### src/rtl/gate_test_pkg.sv
// Shared types and helpers for the gate truth-table sequencer and its reference model.
package gate_test_pkg;

  typedef enum logic [2:0] {
    GATE_AND  = 3'd0,
    GATE_OR   = 3'd1,
    GATE_NAND = 3'd2,
    GATE_NOR  = 3'd3,
    GATE_XOR  = 3'd4,
    GATE_XNOR = 3'd5
  } gate_sel_e;

  typedef enum logic [1:0] {
    IDLE = 2'd0,
    RUN  = 2'd1,
    DONE = 2'd2
  } state_e;

  localparam int NUM_VECTORS = 8;

  function automatic logic is_legal_sel(input logic [2:0] sel);
    return sel <= 3'(GATE_XNOR);
  endfunction

endpackage

### src/rtl/gate_ref_model.sv
// Combinational reference truth table for the six 3-input gate types.
module gate_ref_model
  import gate_test_pkg::*;
(
  input  logic [2:0] sel_i,
  input  logic       a_i,
  input  logic       b_i,
  input  logic       c_i,
  output logic       expected_o
);

  logic andV;
  logic orV;
  logic xorV;

  // Illegal selections have no defined gate, so they report 0.
  always_comb begin
    andV       = a_i & b_i & c_i;
    orV        = a_i | b_i | c_i;
    xorV       = a_i ^ b_i ^ c_i;
    expected_o = 1'b0;
    case (gate_sel_e'(sel_i))
      GATE_AND:  expected_o = andV;
      GATE_OR:   expected_o = orV;
      GATE_NAND: expected_o = ~andV;
      GATE_NOR:  expected_o = ~orV;
      GATE_XOR:  expected_o = xorV;
      GATE_XNOR: expected_o = ~xorV;
      default:   expected_o = 1'b0;
    endcase
  end

endmodule

### src/rtl/gate_truth_table_sequencer.sv
// Walks a 3-input gate through all eight input vectors, samples its output
// in the last hold cycle of each vector and accumulates a fail mask and error count.
module gate_truth_table_sequencer
  import gate_test_pkg::*;
#(
  parameter int HOLD_CYCLES = 4
) (
  input  logic       clk_i,
  input  logic       rst_n_i,
  input  logic       start_i,
  input  logic [2:0] gate_sel_i,
  input  logic       d_i,
  output logic       a_o,
  output logic       b_o,
  output logic       c_o,
  output logic       busy_o,
  output logic       done_o,
  output logic       pass_o,
  output logic       bad_sel_o,
  output logic [3:0] err_count_o,
  output logic [7:0] fail_mask_o
);

  localparam logic [7:0] HOLD_LAST = 8'(HOLD_CYCLES - 1);
  localparam logic [2:0] LAST_VEC  = 3'(NUM_VECTORS - 1);

  state_e     state_q, state_d;
  logic [2:0] vec_q, vec_d;
  logic [7:0] hold_q, hold_d;
  logic [2:0] sel_q, sel_d;
  logic [3:0] errCount_q, errCount_d;
  logic [7:0] failMask_q, failMask_d;
  logic [2:0] abc_q, abc_d;
  logic       done_q, done_d;
  logic       pass_q, pass_d;
  logic       badSel_q, badSel_d;

  logic       expected;
  logic       startAcc;
  logic       sampleNow;

  gate_ref_model uRef (
    .sel_i      (sel_q),
    .a_i        (vec_q[2]),
    .b_i        (vec_q[1]),
    .c_i        (vec_q[0]),
    .expected_o (expected)
  );

  assign startAcc  = start_i && (state_q == IDLE || state_q == DONE);
  assign sampleNow = (state_q == RUN) && (hold_q == HOLD_LAST);

  always_ff @(posedge clk_i) begin
    if (!rst_n_i) begin
      state_q    <= IDLE;
      vec_q      <= 3'd0;
      hold_q     <= 8'd0;
      sel_q      <= 3'd0;
      errCount_q <= 4'd0;
      failMask_q <= 8'd0;
      abc_q      <= 3'd0;
      done_q     <= 1'b0;
      pass_q     <= 1'b0;
      badSel_q   <= 1'b0;
    end else begin
      state_q    <= state_d;
      vec_q      <= vec_d;
      hold_q     <= hold_d;
      sel_q      <= sel_d;
      errCount_q <= errCount_d;
      failMask_q <= failMask_d;
      abc_q      <= abc_d;
      done_q     <= done_d;
      pass_q     <= pass_d;
      badSel_q   <= badSel_d;
    end
  end

  always_comb begin
    state_d    = state_q;
    vec_d      = vec_q;
    hold_d     = hold_q;
    sel_d      = sel_q;
    errCount_d = errCount_q;
    failMask_d = failMask_q;
    case (state_q)
      IDLE, DONE: begin
        if (startAcc) begin
          sel_d      = gate_sel_i;
          errCount_d = 4'd0;
          failMask_d = 8'd0;
          vec_d      = 3'd0;
          hold_d     = 8'd0;
          state_d    = is_legal_sel(gate_sel_i) ? RUN : DONE;
        end
      end
      RUN: begin
        if (sampleNow) begin
          if (d_i != expected) begin
            failMask_d[vec_q] = 1'b1;
            errCount_d        = errCount_q + 4'd1;
          end
          hold_d = 8'd0;
          if (vec_q == LAST_VEC) begin
            state_d = DONE;
          end else begin
            vec_d = vec_q + 3'd1;
          end
        end else begin
          hold_d = hold_q + 8'd1;
        end
      end
      default: state_d = IDLE;
    endcase
  end

  // Done-side flags lag entry into DONE by one edge and drop as soon as a restart is accepted.
  always_comb begin
    done_d   = (state_q == DONE) && !startAcc;
    badSel_d = done_d && !is_legal_sel(sel_d);
    pass_d   = done_d && (errCount_d == 4'd0) && is_legal_sel(sel_d);
    abc_d    = (state_d == RUN) ? vec_d : 3'd0;
  end

  assign {a_o, b_o, c_o} = abc_q;
  assign busy_o          = (state_q == RUN);
  assign done_o          = done_q;
  assign pass_o          = pass_q;
  assign bad_sel_o       = badSel_q;
  assign err_count_o     = errCount_q;
  assign fail_mask_o     = failMask_q;

endmodule

### config.mk
export PLATFORM = sky130hd
export DESIGN_NAME = gate_truth_table_sequencer
export DESIGN_NICKNAME = d
export VERILOG_FILES = /design/src/rtl/gate_test_pkg.sv /design/src/rtl/gate_ref_model.sv /design/src/rtl/gate_truth_table_sequencer.sv
export SDC_FILE = /design/constraint.sdc
export NUM_CORES = 1
export LEC_CHECK = 0
export BUFFER_PORTS_ARGS = -buffer_cell sky130_fd_sc_hd__buf_4
export CELL_PAD_IN_SITES_DETAIL_PLACEMENT = 1
export CELL_PAD_IN_SITES_GLOBAL_PLACEMENT = 1
export CORE_ASPECT_RATIO = 0.8
export CORE_MARGIN = 2
export CORE_UTILIZATION = 46
export CTS_BUF_LIST = sky130_fd_sc_hd__clkbuf_4 sky130_fd_sc_hd__clkbuf_8
export CTS_CLUSTER_DIAMETER = 120
export DETAILED_ROUTE_END_ITERATION = 10
export PLACE_DENSITY = 0.91
export SETUP_SLACK_MARGIN = 0.15
export SLEW_MARGIN = 20
export SYNTH_ARGS = -nofsm -noshare
export SYNTH_HDL_FRONTEND = slang
export SYNTH_SLANG_ARGS = --single-unit
### constraint.sdc
create_clock -name clk_i -period 4.5 [get_ports clk_i]
set_clock_uncertainty 0.1 [all_clocks]
set_input_delay 0.9 -clock clk_i [delete_from_list [all_inputs] [get_ports clk_i]]
set_output_delay 0.9 -clock clk_i [all_outputs]
set_load 0.01 [all_outputs]
==> results_dict.tcl <==
set metrics [dict create \
    setup_ws_ps 2130 \
    synth-compound-area-share 0.161 \
    synth_fp_nets 195 \
    layout_common_cells "dfxtp_1, buf_4, a21oi_1" \
    post_cts_buffers 0 \
    seqPwrFrac 0.531 \
    clk_path_buf_depth 2 \
    hold_class "flip-flop to flip-flop" \
    end_kind "flip-flop" \
    rows 18 \
    leakagePower_nw 0.743 \
    comb_power_share 0.080 \
    wire_per_inst_um 16.2 \
    start_util 0.492 \
    power_uw 583 \
    setup_tns_ps 0 \
    die_x_um 68.7 \
    r2r_start "hold_q[0]$_SDFFE_PN0P_" \
    synth_cell_type_count 34 \
    pwr_density_cell_nw_per_um2 315 \
    fmax_ghz 0.421 \
    cap_violations 0 \
    dieArea_sq_um 3830 \
    final_common_cell "dfxtp_1" \
    io_pins 26 \
    grt_pass1_vias 1382 \
    synth_adder_area_share 0.0569 \
    synthSimpleGateAreaFrac 0.281 \
    placed_cells 243 \
    yosys_warnings 0 \
    syn_area_sq_um 1540 \
    ys_ff_latch 34 \
    reg2reg_slack_ps 2130 \
    synth-xor-area-share 0.0366 \
    synth.avg_cell_area_sq_um 8.50 \
    reg2reg_to "pass_o$_SDFF_PN0_" \
    cts.sinks 34 \
    min_path_cells 2 \
    routed_via_density 5.60 \
    drive_gt1_frac 0.177 \
    final-hold-violation-count 0 \
    nets 224 \
    n_antenna_cell 0 \
    yosysSeqAreaShare 0.442 \
    min_period_ps 2370 \
    fin_util 0.590 \
    cts_made_buffers 5 \
    grt_first_pass_wirelength_um 6710 \
    cp_max_fo 10 \
    cts_resized 0 \
    hold_end "fail_mask_o[3]$_SDFFE_PN0P_" \
    cts_tree "yes" \
    synth_mux_area_frac 0 \
    io_buffers 25 \
    grt_setup_unrepaired "false" \
    root_buffer "clkbuf_8" \
    hpwlAfterDp_um 2980 \
    power_switching_uw 143 \
    min_period_over_period 0.527 \
    worst_hold_slack_ps 379 \
    grt_remaining_overflow 0 \
    clkSlewWorstSetupHoldPaths_ps 70 \
    max_slew_margin 0.656 \
    synth_top_family_by_area "simple AND/OR/NAND/NOR gates" \
    critPathArrivalTime_ps 2470 \
    cts.htree.levels 2 \
    die-height_um 55.7 \
    status "finished, final reports clean" \
    areaGrowthSynthToFinish_pct 20.1 \
    vias 1394 \
    switching_share 0.246 \
    min_from "fail_mask_o[3]$_SDFFE_PN0P_" \
    cts_hold_buf 0 \
    cp-start-kind "flip-flop" \
    intPower_uw 439 \
    ff2ff_path_depth 8 \
    finalMaxSlewViolations 0 \
    grt_max_degree 18 \
    finalSetupViolations 0 \
    gp_congestion 0.835 \
    antenna_found_initial 0 \
    clock_power_share 0.389 \
    pre_cts_ws_ps 2040 \
    coreArea_sq_um 3130 \
    grt_util_all_layers 0.235 \
    drcViolationCount 0 \
    instances_no_fill 249 \
    syn_inst 181 \
    peakVddDrop_uv 214 \
    drt_wl_total_um 4030 \
    drt_pre_antenna_iters 4 \
    path_class "flip-flop to flip-flop" \
    drtAntennaViolNets 0 \
    drt_iter0_drc 55 \
    worst_pin_slew_ps 515 \
    dpl-instance-area_sq_um 1770 \
    fin_area_sq_um 1850 \
    insertion_delay_ps 290 \
    critPathRequiredTime_ps 4600 \
]
==> logic make-up (layout without fill, tap and decap cells) <==
logic type / Yosys count / count (layout)
xor+xnor: 4 / 4
flops: 34 / 34
compound gates: 43 / 43
buf+inv: 9 / 37
fa+ha+maj: 7 / 7
simple gates: 84 / 84
==> cell usage after synthesis <==
library cell / count / share of area
inv_1: 4 / 0.0098
a21o_1: 1 / 0.0049
o41a_1: 1 / 0.0073
a2bb2oi_2: 1 / 0.0098
nand2_1: 17 / 0.041
a21oi_1: 24 / 0.078
clkbuf_1: 3 / 0.0073
a32oi_1: 1 / 0.0057
o31ai_1: 1 / 0.0049
ha_1: 7 / 0.057
or2_2: 1 / 0.0041
dfxtp_1: 34 / 0.44
xnor3_1: 1 / 0.015
nor4_1: 1 / 0.0041
xnor2_1: 2 / 0.011
nand4b_1: 4 / 0.023
nor3_1: 6 / 0.020
o211ai_1: 2 / 0.0098
o21ai_0: 10 / 0.033
and3_1: 5 / 0.020
clkinv_1: 1 / 0.0024
nand4_1: 2 / 0.0081
nor2b_1: 4 / 0.016
or3_1: 2 / 0.0081
nor2_2: 1 / 0.0041
inv_2: 1 / 0.0024
nand3_1: 9 / 0.029
a31oi_1: 1 / 0.0041
and2_1: 6 / 0.024
nand2b_1: 5 / 0.020
nor2_1: 20 / 0.049
xor2_2: 1 / 0.011
nor4b_2: 1 / 0.0098
o22ai_1: 1 / 0.0041
==> per-layer routing <==
metal / vias up / part of all wire / track usage
li1: 695 / - / -
met1: 658 / 0.47 / 0.327
met2: 35 / 0.46 / 0.353
met3: 6 / 0.052 / 0.0567
met4: 0 / 0.012 / 0.0771
met5: - / 0 / 0
==> sequential cells by signal, indices dropped and copies added (netlist names) <==
signal	cells
fail_mask_o	8
hold_q	8
err_count_o	4
abc_q	3
sel_q	3
vec_q	3
state_q	2
bad_sel_o	1
done_o	1
pass_o	1
==> critical path, stage by stage (launching register included) <==
cell,delay (ps)
dfxtp_1,400
ha_1,240
nor4b_2,270
nand2_1,290
nor3_1,250
a2bb2oi_2,160
o211ai_1,210
o31ai_1,130
nor3_1,240
==> power by group through the flow <==
stage	Combinational [mW]	Sequential, mW	Clock [mW]
detailed placement	0.0461	0.316	0
global route	0.0519	0.310	0.242
floorplan	0.0304	0.315	0
finish	0.0466	0.309	0.227
CTS	0.0466	0.309	0.229
global placement	0.0442	0.315	0
==> final cells by class <==
class | instances | area (sq um)
clock buffers | 6 | 82.6
well taps | 40 | 50.0
multi-input cells | 138 | 825
flip-flops and latches | 34 | 681
fillers | 381 | 1280
inverters | 6 | 22.5
repair buffers | 25 | 188
==> worst max-delay path by stage <==
stage,slack [ps],endpoint,from,cells after the start
2_1_floorplan,2400,err_count_o[3]$_SDFF_PN0_,d_i,6
3_3_place_gp,2180,fail_mask_o[1]$_SDFFE_PN0P_,d_i,7
3_5_place_dp,2040,fail_mask_o[2]$_SDFFE_PN0P_,d_i,7
4_1_cts,2160,err_count_o[3]$_SDFF_PN0_,hold_q[0]$_SDFFE_PN0P_,8
5_1_grt,1910,pass_o$_SDFF_PN0_,hold_q[0]$_SDFFE_PN0P_,8
6_report,2130,pass_o$_SDFF_PN0_,hold_q[0]$_SDFFE_PN0P_,8
(Power assumes the default switching activity.)
